===== src/rtl/frb_threshold_detector_if.sv =====
// Sample/threshold inputs and event-report outputs of the FRB threshold detector.
interface frb_threshold_detector_if #(
    parameter int TS_WIDTH  = 32,
    parameter int WID_WIDTH = 16
);
    logic signed [24:0]   din;
    logic signed [24:0]   avg;
    logic                 din_valid;
    logic signed [24:0]   thresh;
    logic                 trigger;
    logic                 event_valid;
    logic [TS_WIDTH-1:0]  event_ts;
    logic [WID_WIDTH-1:0] event_width;
    logic signed [25:0]   event_peak;

    modport master (
        output din, avg, din_valid, thresh,
        input  trigger, event_valid, event_ts, event_width, event_peak
    );

    modport slave (
        input  din, avg, din_valid, thresh,
        output trigger, event_valid, event_ts, event_width, event_peak
    );
endinterface


===== src/rtl/frb_threshold_detector.sv =====
// Excess-over-baseline burst detector: qualifies runs above a frozen
// threshold, pulses a trigger, then reports ts/width/peak and holds off.
module frb_threshold_detector #(
    parameter int MIN_WIDTH   = 4,
    parameter int HOLDOFF_LEN = 16,
    parameter int TS_WIDTH    = 32,
    parameter int WID_WIDTH   = 16
) (
    input  logic                     clk,
    input  logic                     rst,
    input  logic                     ce,
    frb_threshold_detector_if.slave  bus
);
    localparam int RUN_W  = $clog2(MIN_WIDTH + 1);
    localparam int HOLD_W = (HOLDOFF_LEN > 0) ? $clog2(HOLDOFF_LEN + 1) : 1;
    localparam logic [WID_WIDTH-1:0] WMAX = {WID_WIDTH{1'b1}};

    typedef enum logic [1:0] {S_IDLE, S_QUALIFY, S_EVENT, S_HOLDOFF} state_e;

    logic ce_unused;
    assign ce_unused = ce;

    state_e                state_q, state_d;
    logic [TS_WIDTH-1:0]   ts_q;
    logic signed [24:0]    thr_q;
    logic                  s1_valid_q;
    logic                  s1_above_q;
    logic signed [25:0]    s1_diff_q;
    logic [TS_WIDTH-1:0]   s1_ts_q;
    logic [RUN_W-1:0]      run_q, run_d;
    logic [WID_WIDTH-1:0]  width_q, width_d;
    logic signed [25:0]    peak_q, peak_d;
    logic [HOLD_W-1:0]     hold_q, hold_d;
    logic [TS_WIDTH-1:0]   cts_q, cts_d;
    logic                  trig_q, trig_d;
    logic                  evv_q, evv_d;
    logic [TS_WIDTH-1:0]   ets_q, ets_d;
    logic [WID_WIDTH-1:0]  ew_q, ew_d;
    logic signed [25:0]    ep_q, ep_d;

    logic signed [25:0] diff_w;
    logic signed [25:0] thr_ext;
    logic               above_w;
    logic signed [25:0] peak_max;

    assign diff_w  = {bus.din[24], bus.din} - {bus.avg[24], bus.avg};
    assign thr_ext = {thr_q[24], thr_q};
    assign above_w = diff_w > thr_ext;
    assign peak_max = (s1_diff_q > peak_q) ? s1_diff_q : peak_q;

    // Threshold tracks the input only while idle so a burst sees one value
    always_ff @(posedge clk or posedge rst) begin
        if (rst) begin
            ts_q       <= '0;
            thr_q      <= '0;
            s1_valid_q <= 1'b0;
            s1_above_q <= 1'b0;
            s1_diff_q  <= '0;
            s1_ts_q    <= '0;
        end else begin
            s1_valid_q <= bus.din_valid;
            if (state_q == S_IDLE) thr_q <= bus.thresh;
            if (bus.din_valid) begin
                s1_diff_q  <= diff_w;
                s1_above_q <= above_w;
                s1_ts_q    <= ts_q;
                ts_q       <= ts_q + 1'b1;
            end
        end
    end

    always_ff @(posedge clk or posedge rst) begin
        if (rst) begin
            state_q <= S_IDLE;
            run_q   <= '0;
            width_q <= '0;
            peak_q  <= '0;
            hold_q  <= '0;
            cts_q   <= '0;
            trig_q  <= 1'b0;
            evv_q   <= 1'b0;
            ets_q   <= '0;
            ew_q    <= '0;
            ep_q    <= '0;
        end else begin
            state_q <= state_d;
            run_q   <= run_d;
            width_q <= width_d;
            peak_q  <= peak_d;
            hold_q  <= hold_d;
            cts_q   <= cts_d;
            trig_q  <= trig_d;
            evv_q   <= evv_d;
            ets_q   <= ets_d;
            ew_q    <= ew_d;
            ep_q    <= ep_d;
        end
    end

    always_comb begin
        state_d = state_q;
        run_d   = run_q;
        width_d = width_q;
        peak_d  = peak_q;
        hold_d  = hold_q;
        cts_d   = cts_q;
        trig_d  = 1'b0;
        evv_d   = 1'b0;
        ets_d   = ets_q;
        ew_d    = ew_q;
        ep_d    = ep_q;
        if (s1_valid_q) begin
            unique case (state_q)
                S_IDLE: begin
                    if (s1_above_q) begin
                        cts_d  = s1_ts_q;
                        peak_d = s1_diff_q;
                        if (MIN_WIDTH == 1) begin
                            trig_d  = 1'b1;
                            width_d = WID_WIDTH'(1);
                            state_d = S_EVENT;
                        end else begin
                            run_d   = RUN_W'(1);
                            state_d = S_QUALIFY;
                        end
                    end
                end
                S_QUALIFY: begin
                    if (s1_above_q) begin
                        run_d  = run_q + 1'b1;
                        peak_d = peak_max;
                        if (run_d == RUN_W'(MIN_WIDTH)) begin
                            trig_d  = 1'b1;
                            width_d = WID_WIDTH'(MIN_WIDTH);
                            state_d = S_EVENT;
                        end
                    end else begin
                        state_d = S_IDLE;
                    end
                end
                S_EVENT: begin
                    if (s1_above_q) begin
                        if (width_q != WMAX) width_d = width_q + 1'b1;
                        peak_d = peak_max;
                    end else begin
                        evv_d   = 1'b1;
                        ets_d   = cts_q;
                        ew_d    = width_q;
                        ep_d    = peak_q;
                        hold_d  = '0;
                        state_d = (HOLDOFF_LEN == 0) ? S_IDLE : S_HOLDOFF;
                    end
                end
                S_HOLDOFF: begin
                    hold_d = hold_q + 1'b1;
                    if (hold_d == HOLD_W'(HOLDOFF_LEN)) state_d = S_IDLE;
                end
                default: state_d = S_IDLE;
            endcase
        end
    end

    assign bus.trigger     = trig_q;
    assign bus.event_valid = evv_q;
    assign bus.event_ts    = ets_q;
    assign bus.event_width = ew_q;
    assign bus.event_peak  = ep_q;
endmodule


===== src/flat_wrapper.sv =====
// flat-port wrapper written by rule: the top's interface ports become plain ports
module frb_threshold_detector_flat 
#(
    parameter int MIN_WIDTH   = 4,
    parameter int HOLDOFF_LEN = 16,
    parameter int TS_WIDTH    = 32,
    parameter int WID_WIDTH   = 16
)
  (clk, rst, ce, bus_din, bus_avg, bus_din_valid, bus_thresh, bus_trigger, bus_event_valid, bus_event_ts, bus_event_width, bus_event_peak);
  frb_threshold_detector_if #(.TS_WIDTH(TS_WIDTH), .WID_WIDTH(WID_WIDTH)) bus_i ();
  input  logic clk;
  input  logic rst;
  input  logic ce;
  input wire logic [$bits(bus_i.din)-1:0] bus_din;
  input wire logic [$bits(bus_i.avg)-1:0] bus_avg;
  input wire logic [$bits(bus_i.din_valid)-1:0] bus_din_valid;
  input wire logic [$bits(bus_i.thresh)-1:0] bus_thresh;
  output wire logic [$bits(bus_i.trigger)-1:0] bus_trigger;
  output wire logic [$bits(bus_i.event_valid)-1:0] bus_event_valid;
  output wire logic [$bits(bus_i.event_ts)-1:0] bus_event_ts;
  output wire logic [$bits(bus_i.event_width)-1:0] bus_event_width;
  output wire logic [$bits(bus_i.event_peak)-1:0] bus_event_peak;
  assign bus_i.din = bus_din;
  assign bus_i.avg = bus_avg;
  assign bus_i.din_valid = bus_din_valid;
  assign bus_i.thresh = bus_thresh;
  assign bus_trigger = bus_i.trigger;
  assign bus_event_valid = bus_i.event_valid;
  assign bus_event_ts = bus_i.event_ts;
  assign bus_event_width = bus_i.event_width;
  assign bus_event_peak = bus_i.event_peak;
  frb_threshold_detector #(.MIN_WIDTH(MIN_WIDTH), .HOLDOFF_LEN(HOLDOFF_LEN), .TS_WIDTH(TS_WIDTH), .WID_WIDTH(WID_WIDTH)) u_core (.clk(clk), .rst(rst), .ce(ce), .bus(bus_i));
endmodule

===== config.mk =====
export PLATFORM = sky130hd
export DESIGN_NAME = frb_threshold_detector_flat
export DESIGN_NICKNAME = d
export VERILOG_FILES = /design/src/rtl/frb_threshold_detector_if.sv /design/src/rtl/frb_threshold_detector.sv /design/src/flat_wrapper.sv
export SDC_FILE = /design/constraint.sdc
export NUM_CORES = 1
export LEC_CHECK = 0
export ABC_AREA = 1
export CAP_MARGIN = 20
export CORE_ASPECT_RATIO = 1.25
export CORE_UTILIZATION = 62
export CTS_CLUSTER_DIAMETER = 120
export DETAILED_ROUTE_END_ITERATION = 8
export PLACE_DENSITY = 0.86
export SETUP_SLACK_MARGIN = 0.02
export SLEW_MARGIN = 10
export SYNTH_ARGS = -nofsm -noshare
export SYNTH_HDL_FRONTEND = slang
export SYNTH_SLANG_ARGS = --single-unit

===== constraint.sdc =====
create_clock -name clk -period 21.7 [get_ports clk]
set_input_delay 3.255 -clock clk [delete_from_list [all_inputs] [get_ports clk]]
set_output_delay 3.255 -clock clk [all_outputs]
set_load 0.02 [all_outputs]

## Word level (Yosys, flattened, before mapping)

Index checks and enable logic that the tools add are counted.

| cells by class | value |
|---|---|
| $add $sub $neg | 5 |
| order comparisons | 2 |
| equality and inequality tests | 16 |
| muxes and demuxes | 27 |
| bitwise operators | 1 |
| reductions and logical operators | 13 |

Operators with widths:

| kind | number |
|---|---|
| $mux W26 | 3 |
| $mux W16 | 4 |
| $pmux W26 S2 | 1 |
| $add A32 B1 Y32 const B | 1 |
| $pmux W16 S2 | 1 |
| $gt A26 B25 Y1 | 1 |
| $gt A26 B26 Y1 | 1 |
| $sub A25 B25 Y26 | 1 |
| $add A16 B1 Y16 const B | 1 |
| $ne A16 B16 Y1 const B | 1 |
| $ne A2 B1 Y1 const B | 8 |
| $mux W2 | 5 |
| $pmux W5 S2 | 1 |
| $reduce_and A5 Y1 | 2 |
| $reduce_and A3 Y1 | 3 |
| $pmux W2 S4 | 1 |
| $reduce_bool A2 Y1 | 4 |
| $mux W1 | 7 |
| $mux W3 | 2 |
| $pmux W3 S2 | 1 |
| $reduce_and A6 Y1 | 1 |
| $add A5 B1 Y5 const B | 1 |
| $eq A5 B5 Y1 const B | 1 |
| $mux W5 | 1 |
| 10 further kinds | 11 |

| word-level totals | value |
|---|---|
| register bits after elaboration | 277 |
| output and inout port bits | 76 |
| logic and storage cells | 81 |

## Logic depth before layout (Yosys ltp)

Gate-level depths: netlist of the first run.

| depth | value |
|---|---|
| depth in word-level cells | 6 |
| depth in mapped cells | 23 |
| mapped depth without buffers | 23 |

## Worst setup path after synthesis of the first run

Ideal clock, no wire load.

| timing | value |
|---|---|
| kind | input-to-reg |
| from | input port bus_din[0] |
| to | register u_core.s1_above_q |
| setup time | 0.127 ns |
| arrival | 5.763 ns |
| setup slack | 15.810 ns |
| stages on the path | 21 |
| buffers on the path | 0 |
| cell sequence | inv_1 ha_1 fa_1 inv_1 nand3_1 nand2_1 nand2_1 nand2_1 nand3_1 nand2_1 nand3_1 nand3_1 nand2_1 and2_1 ha_1 nand2_1 nor2_1 nand4_1 o21ba_2 a21oi_1 o21ai_0 |

| between the ends | value |
|---|---|
| cells in the longest elaborated chain, start to end | 2 |

RTL lines:

| what | line | source |
|---|---|---|
| start, declared | flat_wrapper.sv:14 | `input wire logic [$bits(bus_i.din)-1:0] bus_din;` |
| $sub A25 B25 Y26 | frb_threshold_detector.sv:46 | `assign diff_w = {bus.din[24], bus.din} - {bus.avg[24], bus.avg};` |
| via u_core.diff_w[24] | frb_threshold_detector.sv:41 | `logic signed [25:0] diff_w;` |
| $gt A26 B25 Y1 | frb_threshold_detector.sv:48 | `assign above_w = diff_w > thr_ext;` |
| end signal, assigned | frb_threshold_detector.sv:65 | `s1_above_q <= above_w;` |
| end, declared | frb_threshold_detector.sv:27 | `logic s1_above_q;` |

The timed path passes the listed nets, and every way through them passes these cells.
A chain may end at the register's enable or synchronous reset.

## Worst setup path after layout of the first run

Same ends and word-level chain as after synthesis.

==> results of run 1 <==
cell usage after synthesis (5+ instances only):
cell type | count | area (um^2)
dfrtp_1 | 277 | 6932
o31ai_1 | 5 | 37.54
nor2_1 | 75 | 281.5
xnor2_1 | 11 | 96.34
ha_1 | 86 | 1076
nand4_1 | 23 | 143.9
a21oi_1 | 58 | 290.3
xor2_1 | 48 | 420.4
o21ai_1 | 9 | 45.04
inv_1 | 210 | 788.3
nand2_2 | 27 | 168.9
nor4_1 | 6 | 37.54
nor3_1 | 22 | 110.1
o21ai_0 | 157 | 785.8
nand3_1 | 79 | 395.4
buf_2 | 13 | 65.06
clkbuf_1 | 30 | 112.6
nand2_1 | 530 | 1989
worst reg2reg max path, delay by kind of cell (launching register included):
family | cells | cell delay [ns]
simple gates | 4 | 1.06
fa+ha+maj | 1 | 0.41
buf+inv | 4 | 1.35
flops | 1 | 0.40
metal layers:
metal	track usage [%]	vias up
met1	36.79	5656
met4	9.499	0
met5	0	-
met2	49.49	379
li1	-	5762
met3	2.918	79
cell usage in the layout (no fill, tap or decap), drive strengths merged:
cell	n
fa	1
a21oi	58
clkdlybuf4s50	152
clkbuf	38
bufinv	4
o31ai	5
o2111ai	1
o21ai	168
xor2	48
nor4	7
a21boi	2
mux2	1
buf	7
clkinvlp	2
o211ai	4
o21ba	1
nor2	81
ha	86
a31oi	3
nand3	83
and2	4
o22ai	1
dfrtp	277
nand3b	1
or2	2
inv	212
xnor2	11
nand4	25
nor3	27
clkinv	4
nand2	559
area by class of cell:
cell class / count / area share (%)
multi-input combinational: 1179 / 37.29
clock buffer: 38 / 4.704
timing repair buffer: 159 / 9.349
clock inverter: 10 / 0.9157
tap: 283 / 2.090
sequential: 277 / 40.91
inverter: 212 / 4.741
worst max path at each step:
stage	to	start	slack (ns)
after floorplan	async pin	rst	10.81
after global placement	u_core.s1_above_q	bus_din[0]	14.94
after detailed placement	u_core.s1_above_q	bus_din[0]	14.86
after CTS	u_core.s1_above_q	bus_din[0]	15.40
after global routing	u_core.s1_above_q	bus_din[0]	15.01
final	u_core.s1_above_q	bus_din[0]	15.30
sequential cells by signal, indices dropped and copies added (netlist names), 16 cells and up, named ones only:
signal                  flops
u_core.cts_q               32
u_core.s1_ts_q             32
u_core.thr_q               25
u_core.s1_diff_q           26
u_core.width_q             16
u_core.bus.event_ts        32
u_core.ts_q                32
u_core.peak_q              26
u_core.bus.event_peak      26
u_core.bus.event_width     16
metrics by stage:
stage	std cells	total power, mW	util, %	cell area (um^2)	setup WS (ns)
floorplan	1719	1.166	-	14280	10.81
global route	2158	1.989	75.50	16940	15.01
CTS	2157	1.873	75.42	16920	15.40
global placement	2109	1.333	71.17	15970	14.94
finish	2158	1.872	75.50	16940	15.30
detailed placement	2109	1.369	71.17	15970	14.86
power groups by stage:
stage | Sequential, mW | Combinational [mW] | Clock, mW
after CTS | 0.717 | 0.658 | 0.498
final | 0.718 | 0.660 | 0.495
after global placement | 0.719 | 0.614 | 0
after global routing | 0.730 | 0.740 | 0.519
after detailed placement | 0.724 | 0.645 | 0
after floorplan | 0.748 | 0.418 | 0
logic make-up after synthesis:
group           Yosys count  synth area share (%)
mux                       1               0.07884
buf+inv                 263                 7.316
flops                   277                 48.54
fa+ha+maj                87                 7.675
simple gates            789                 23.89
xor+xnor                 59                 3.618
compound gates          243                 8.884
==> flow_summary.ini, run 1 <==
[route]
dr_wl_met2_mm = 16.20
routed_wl_mm = 32.45
route.detailed.drc = 0
post_drt_wl_per_cell_um = 15.04
wl_met3_mm = 1.622
highest_layer = met4
drtIter0Drc = 740
vias_per_cell = 5.503
vias = 11876
ant_nets = 0
m1WireLength_mm = 13.72
drt-pass1-iter-count = 5

[floorplanning]
initial_utilization_pct = 63.64
io-pin-count = 155
die_w_um = 137.7
die_y_um = 171.7
coreArea_um2 = 22440
rows = 61
dieArea_um2 = 23650

[clock_tree]
cts_root_buf = clkbuf_16
cts_max_level = 1
clk_latency_ns = 0.53
cts.sinks = 277
post_cts_resized = 0
cts_made_buffers = 26
cts_tree = built
path_clk_slew_ns = 0.06
holdBufCountCts = 0
clockBufferDepth = 3
post-cts-setup-buffers = 0

[synth]
synth_edf_count = 0
synth-seq-cells = 277
async_flop_share_pct = 100.0
yosysSeqAreaShare_pct = 48.54
postSynthCellCount = 1719
avgSynthCellArea_um2 = 8.308
ys.flop_type = dfrtp_1
syn_area_um2 = 14280
synth.distinct_cells = 47
syn_nets = 1885
yosys_warnings = 0

[setup_path]
timing.rr.start = u_core.state_q[0]
cpPeakStageDelay_ns = 0.47
cp_max_fo = 4
path_depth = 23
cpMostUsedCell = nand2_1
crit_family = simple AND/OR/NAND/NOR gates
arrival_ns = 6.81
cp_slowest_cell = clkdlybuf4s50_1
startpoint_type = input pin
crit_chain = clkdlybuf4s50_1 -> inv_1 -> ha_1 -> fa_1 -> inv_1 -> nand3_1 -> nand2_1 -> nand2_1 -> nand2_1 -> nand3_1 -> nand2_1 -> nand3_1 -> nand3_1 -> nand2_1 -> and2_1 -> ha_1 -> nand2_1 -> nor2_1 -> nand4_1 -> nor2_1 -> nand2_1 -> a21oi_1 -> o21ai_0
regToRegEndpoint = u_core.bus.event_ts[18]
r2r_cells = 9
cp.buffers_inverters = 3
required_ns = 22.11
path_class = in -> reg
endpoint_kind = flop
ff2ff_setup_slack_ns = 18.41

[layout]
fillerInstances = 1577
seq_area_um2 = 6932
antenna_cells = 0
area_growth_pct = 18.64
drive_gt1_share_pct = 5.867
multi_input_area_um2 = 6317
nets = 2021

[pwr]
p_clk_share_pct = 26.4
p_seq_share_pct = 38.3
p_int_mw = 1.184
switching_share_pct = 36.77
p_leak_nw = 8.477
p_sw_mw = 0.6884
power_frac_comb_pct = 35.2
powerDensity_nw_per_um2 = 110.5
ir_drop_mv = 0.08126

[timing]
max_freq_mhz = 156.2
finalCriticalPeriod_ns = 6.401
final-hold-violation-count = 0
fin_skew_ns = 0.009583
final.period_utilization_pct = 29.50
hold_ws_ns = 0.4713
rsz0062_at_grt = no
worst_slew_pin_slew_ns = 1.016
timing.setup.tns_ns = 0
slew-limit-headroom_pct = 32.28
final_max_slew_viol_count = 0
finalSetupViolations = 0

[flow_run]
drv_cap = 0

[min_path]
min_to = u_core.bus.event_ts[25]
hold_class = reg -> reg
min_from = u_core.cts_q[25]
worstHoldPathCells = 2

[global_routing]
grt_max_degree = 150
grt.total_usage_pct = 28.39
grt_pass1_wl_mm = 53.79
overflow = 0
grt_pass1_vias = 11562
antenna_found_initial = 0

[place]
dp_hpwl_mm = 22.74
portBuffers = 153
finalWeightedCongestion = 0.9662

[status]
status = complete, no violations
(Power assumes the default switching activity.)
==> run 2, diff against run 1 <==
--- a/config.mk
+++ b/config.mk
@@ -8,10 +8,10 @@
 export ABC_AREA = 1
 export CAP_MARGIN = 20
 export CORE_ASPECT_RATIO = 1.25
-export CORE_UTILIZATION = 62
+export CORE_UTILIZATION = 52
 export CTS_CLUSTER_DIAMETER = 120
 export DETAILED_ROUTE_END_ITERATION = 8
-export PLACE_DENSITY = 0.86
+export PLACE_DENSITY = 0.77
 export SETUP_SLACK_MARGIN = 0.02
 export SLEW_MARGIN = 10
 export SYNTH_ARGS = -nofsm -noshare
==> constraint.sdc (replaced) <==
create_clock -name clk -period 5.5 [get_ports clk]
set_input_delay 0.825 -clock clk [delete_from_list [all_inputs] [get_ports clk]]
set_output_delay 0.825 -clock clk [all_outputs]
set_load 0.02 [all_outputs]
==> run 2 against run 1 <==
Clock-buffer cell count is 2 higher. Combinational power grew to 3.8 times the previous value. Critical path depth stayed put. Critical path type unchanged. Largest power group unchanged.
==> flow_summary.ini, run 2 (synthesized netlist as in run 1, its figures left out) <==
[status]
status = complete, no violations

[place]
finalWeightedCongestion = 0.9326
portBuffers = 153
dp_hpwl_mm = 23.06

[route]
vias_per_cell = 5.196
ant_nets = 0
drtIter0Drc = 701
route.detailed.drc = 0
drt-pass1-iter-count = 5
post_drt_wl_per_cell_um = 14.09
routed_wl_mm = 31.33
vias = 11550

[setup_path]
crit_chain = clkdlybuf4s50_1 -> inv_1 -> ha_1 -> fa_1 -> inv_1 -> nand3_1 -> nand2_1 -> nand2_1 -> nand2_1 -> nand3_1 -> nand2_1 -> nand3_1 -> nand3_1 -> nand2_1 -> and2_1 -> ha_1 -> nand2_1 -> nor2_1 -> nand4_1 -> nor2_1 -> nand2_1 -> a21oi_1 -> o21ai_0
cp_slowest_cell = clkdlybuf4s50_1
startpoint_type = input pin
required_ns = 5.91
endpoint_kind = flop
path_depth = 23
path_class = in -> reg
crit_family = simple AND/OR/NAND/NOR gates
cp_max_fo = 4
cp.buffers_inverters = 3
cpPeakStageDelay_ns = 0.46
cpMostUsedCell = nand2_1
arrival_ns = 4.25
r2r_cells = 9

[timing]
timing.setup.tns_ns = 0
max_freq_mhz = 260.7
final_max_slew_viol_count = 0
fin_skew_ns = 0.01095
final.period_utilization_pct = 69.74
finalSetupViolations = 0
finalCriticalPeriod_ns = 3.835
final-hold-violation-count = 0
worst_slew_pin_slew_ns = 1.017
rsz0062_at_grt = no
slew-limit-headroom_pct = 32.20

[flow_run]
drv_cap = 0

[pwr]
p_leak_nw = 8.456
ir_drop_mv = 0.3026
p_seq_share_pct = 39.3
p_clk_share_pct = 25.4
p_total_mw = 7.209
power_frac_comb_pct = 35.3
p_int_mw = 4.541
switching_share_pct = 37.01
p_sw_mw = 2.668
powerDensity_nw_per_um2 = 424.7

[global_routing]
antenna_found_initial = 0
grt_pass1_wl_mm = 53.63
grt_pass1_vias = 11328
overflow = 0
grt_max_degree = 184
grt.total_usage_pct = 23.28

[clock_tree]
cts_tree = built
cts_root_buf = clkbuf_16
clk_latency_ns = 0.54
post-cts-setup-buffers = 0
post_cts_resized = 0
holdBufCountCts = 0
path_clk_slew_ns = 0.06
cts_made_buffers = 27
clockBufferDepth = 3
cts.sinks = 277
cts_max_level = 1

[floorplanning]
die_y_um = 187.3
rows = 67
coreArea_um2 = 26910
initial_utilization_pct = 53.07
dieArea_um2 = 28130
io-pin-count = 155
die_w_um = 150.2

[min_path]
worstHoldPathCells = 2
hold_class = reg -> reg

[layout]
final_cell_mix = nand2_1 (529), dfrtp_1 (277), inv_1 (209)
antenna_cells = 0
final_common_cell = nand2_1
nets = 2023
drive_gt1_share_pct = 5.698
area_growth_pct = 18.86
[run 2: cell count changes in the layout (fill, tap and decap cells not counted), sizes merged]
cell | before | now
buf | 7 | 8
bufinv | 4 | 2
clkbuf | 38 | 40
clkinv | 4 | 7
clkinvlp | 2 | 1
[run 2: worst paths after layout]
check                           slack [ns]              start                       to
worst max register to register        2.39  u_core.state_q[0]   u_core.bus.event_ts[0]
min in group asynchronous             0.86                rst         u_core.peak_q[2]
worst min register to register        0.47   u_core.cts_q[27]  u_core.bus.event_ts[27]
max in group asynchronous             3.83                rst         u_core.thr_q[22]
worst min-delay path                  0.47   u_core.cts_q[27]  u_core.bus.event_ts[27]
worst max-delay path                  1.66         bus_din[0]        u_core.s1_above_q
[run 2: area by class of cell]
class	count	area, um^2
Clock inverter	10	118.9
Tap cell	345	431.7
Sequential cell	277	6932
Multi-Input combinational cell	1179	6317
Clock buffer	40	764.5
Fill cell	2240	9935
Timing Repair Buffer	160	1612
Inverter	212	799.5
[run 2: per-layer routing]
layer	track usage [%]	wire (um)
met1	30.79	13820
met3	2.439	1217
met2	39.51	15420
met5	0	0
met4	8.081	875
[run 2: stage by stage]
step	setup WS (ns)	instances	util, %	hold slack (ns)	area, um^2
6_report	1.665	2223	63.08	0.4664	16980
5_1_grt	1.446	2223	63.08	0.4898	16980
4_1_cts	1.700	2223	63.08	0.4676	16980
3_5_place_dp	1.157	2173	59.80	0.4525	16090
3_3_place_gp	1.210	2172	59.70	0.4531	16060
2_1_floorplan	1.010	1719	-	0.4419	14290
[run 2: power groups by stage]
| stage | sequential [mW] | combinational (mW) | clock, mW |
|---|---|---|---|
| CTS | 2.83 | 2.56 | 1.86 |
| global placement | 2.84 | 2.43 | 0 |
| floorplan | 2.95 | 1.65 | 0 |
| global route | 2.89 | 2.90 | 1.95 |
| finish | 2.83 | 2.54 | 1.83 |
| detailed placement | 2.86 | 2.54 | 0 |
[run 2: tightest hold or removal path: stages, from the launching register on]
cell and delay, ns:
dfrtp_1 0.34, nand2_1 0.05, nand2_1 0.05
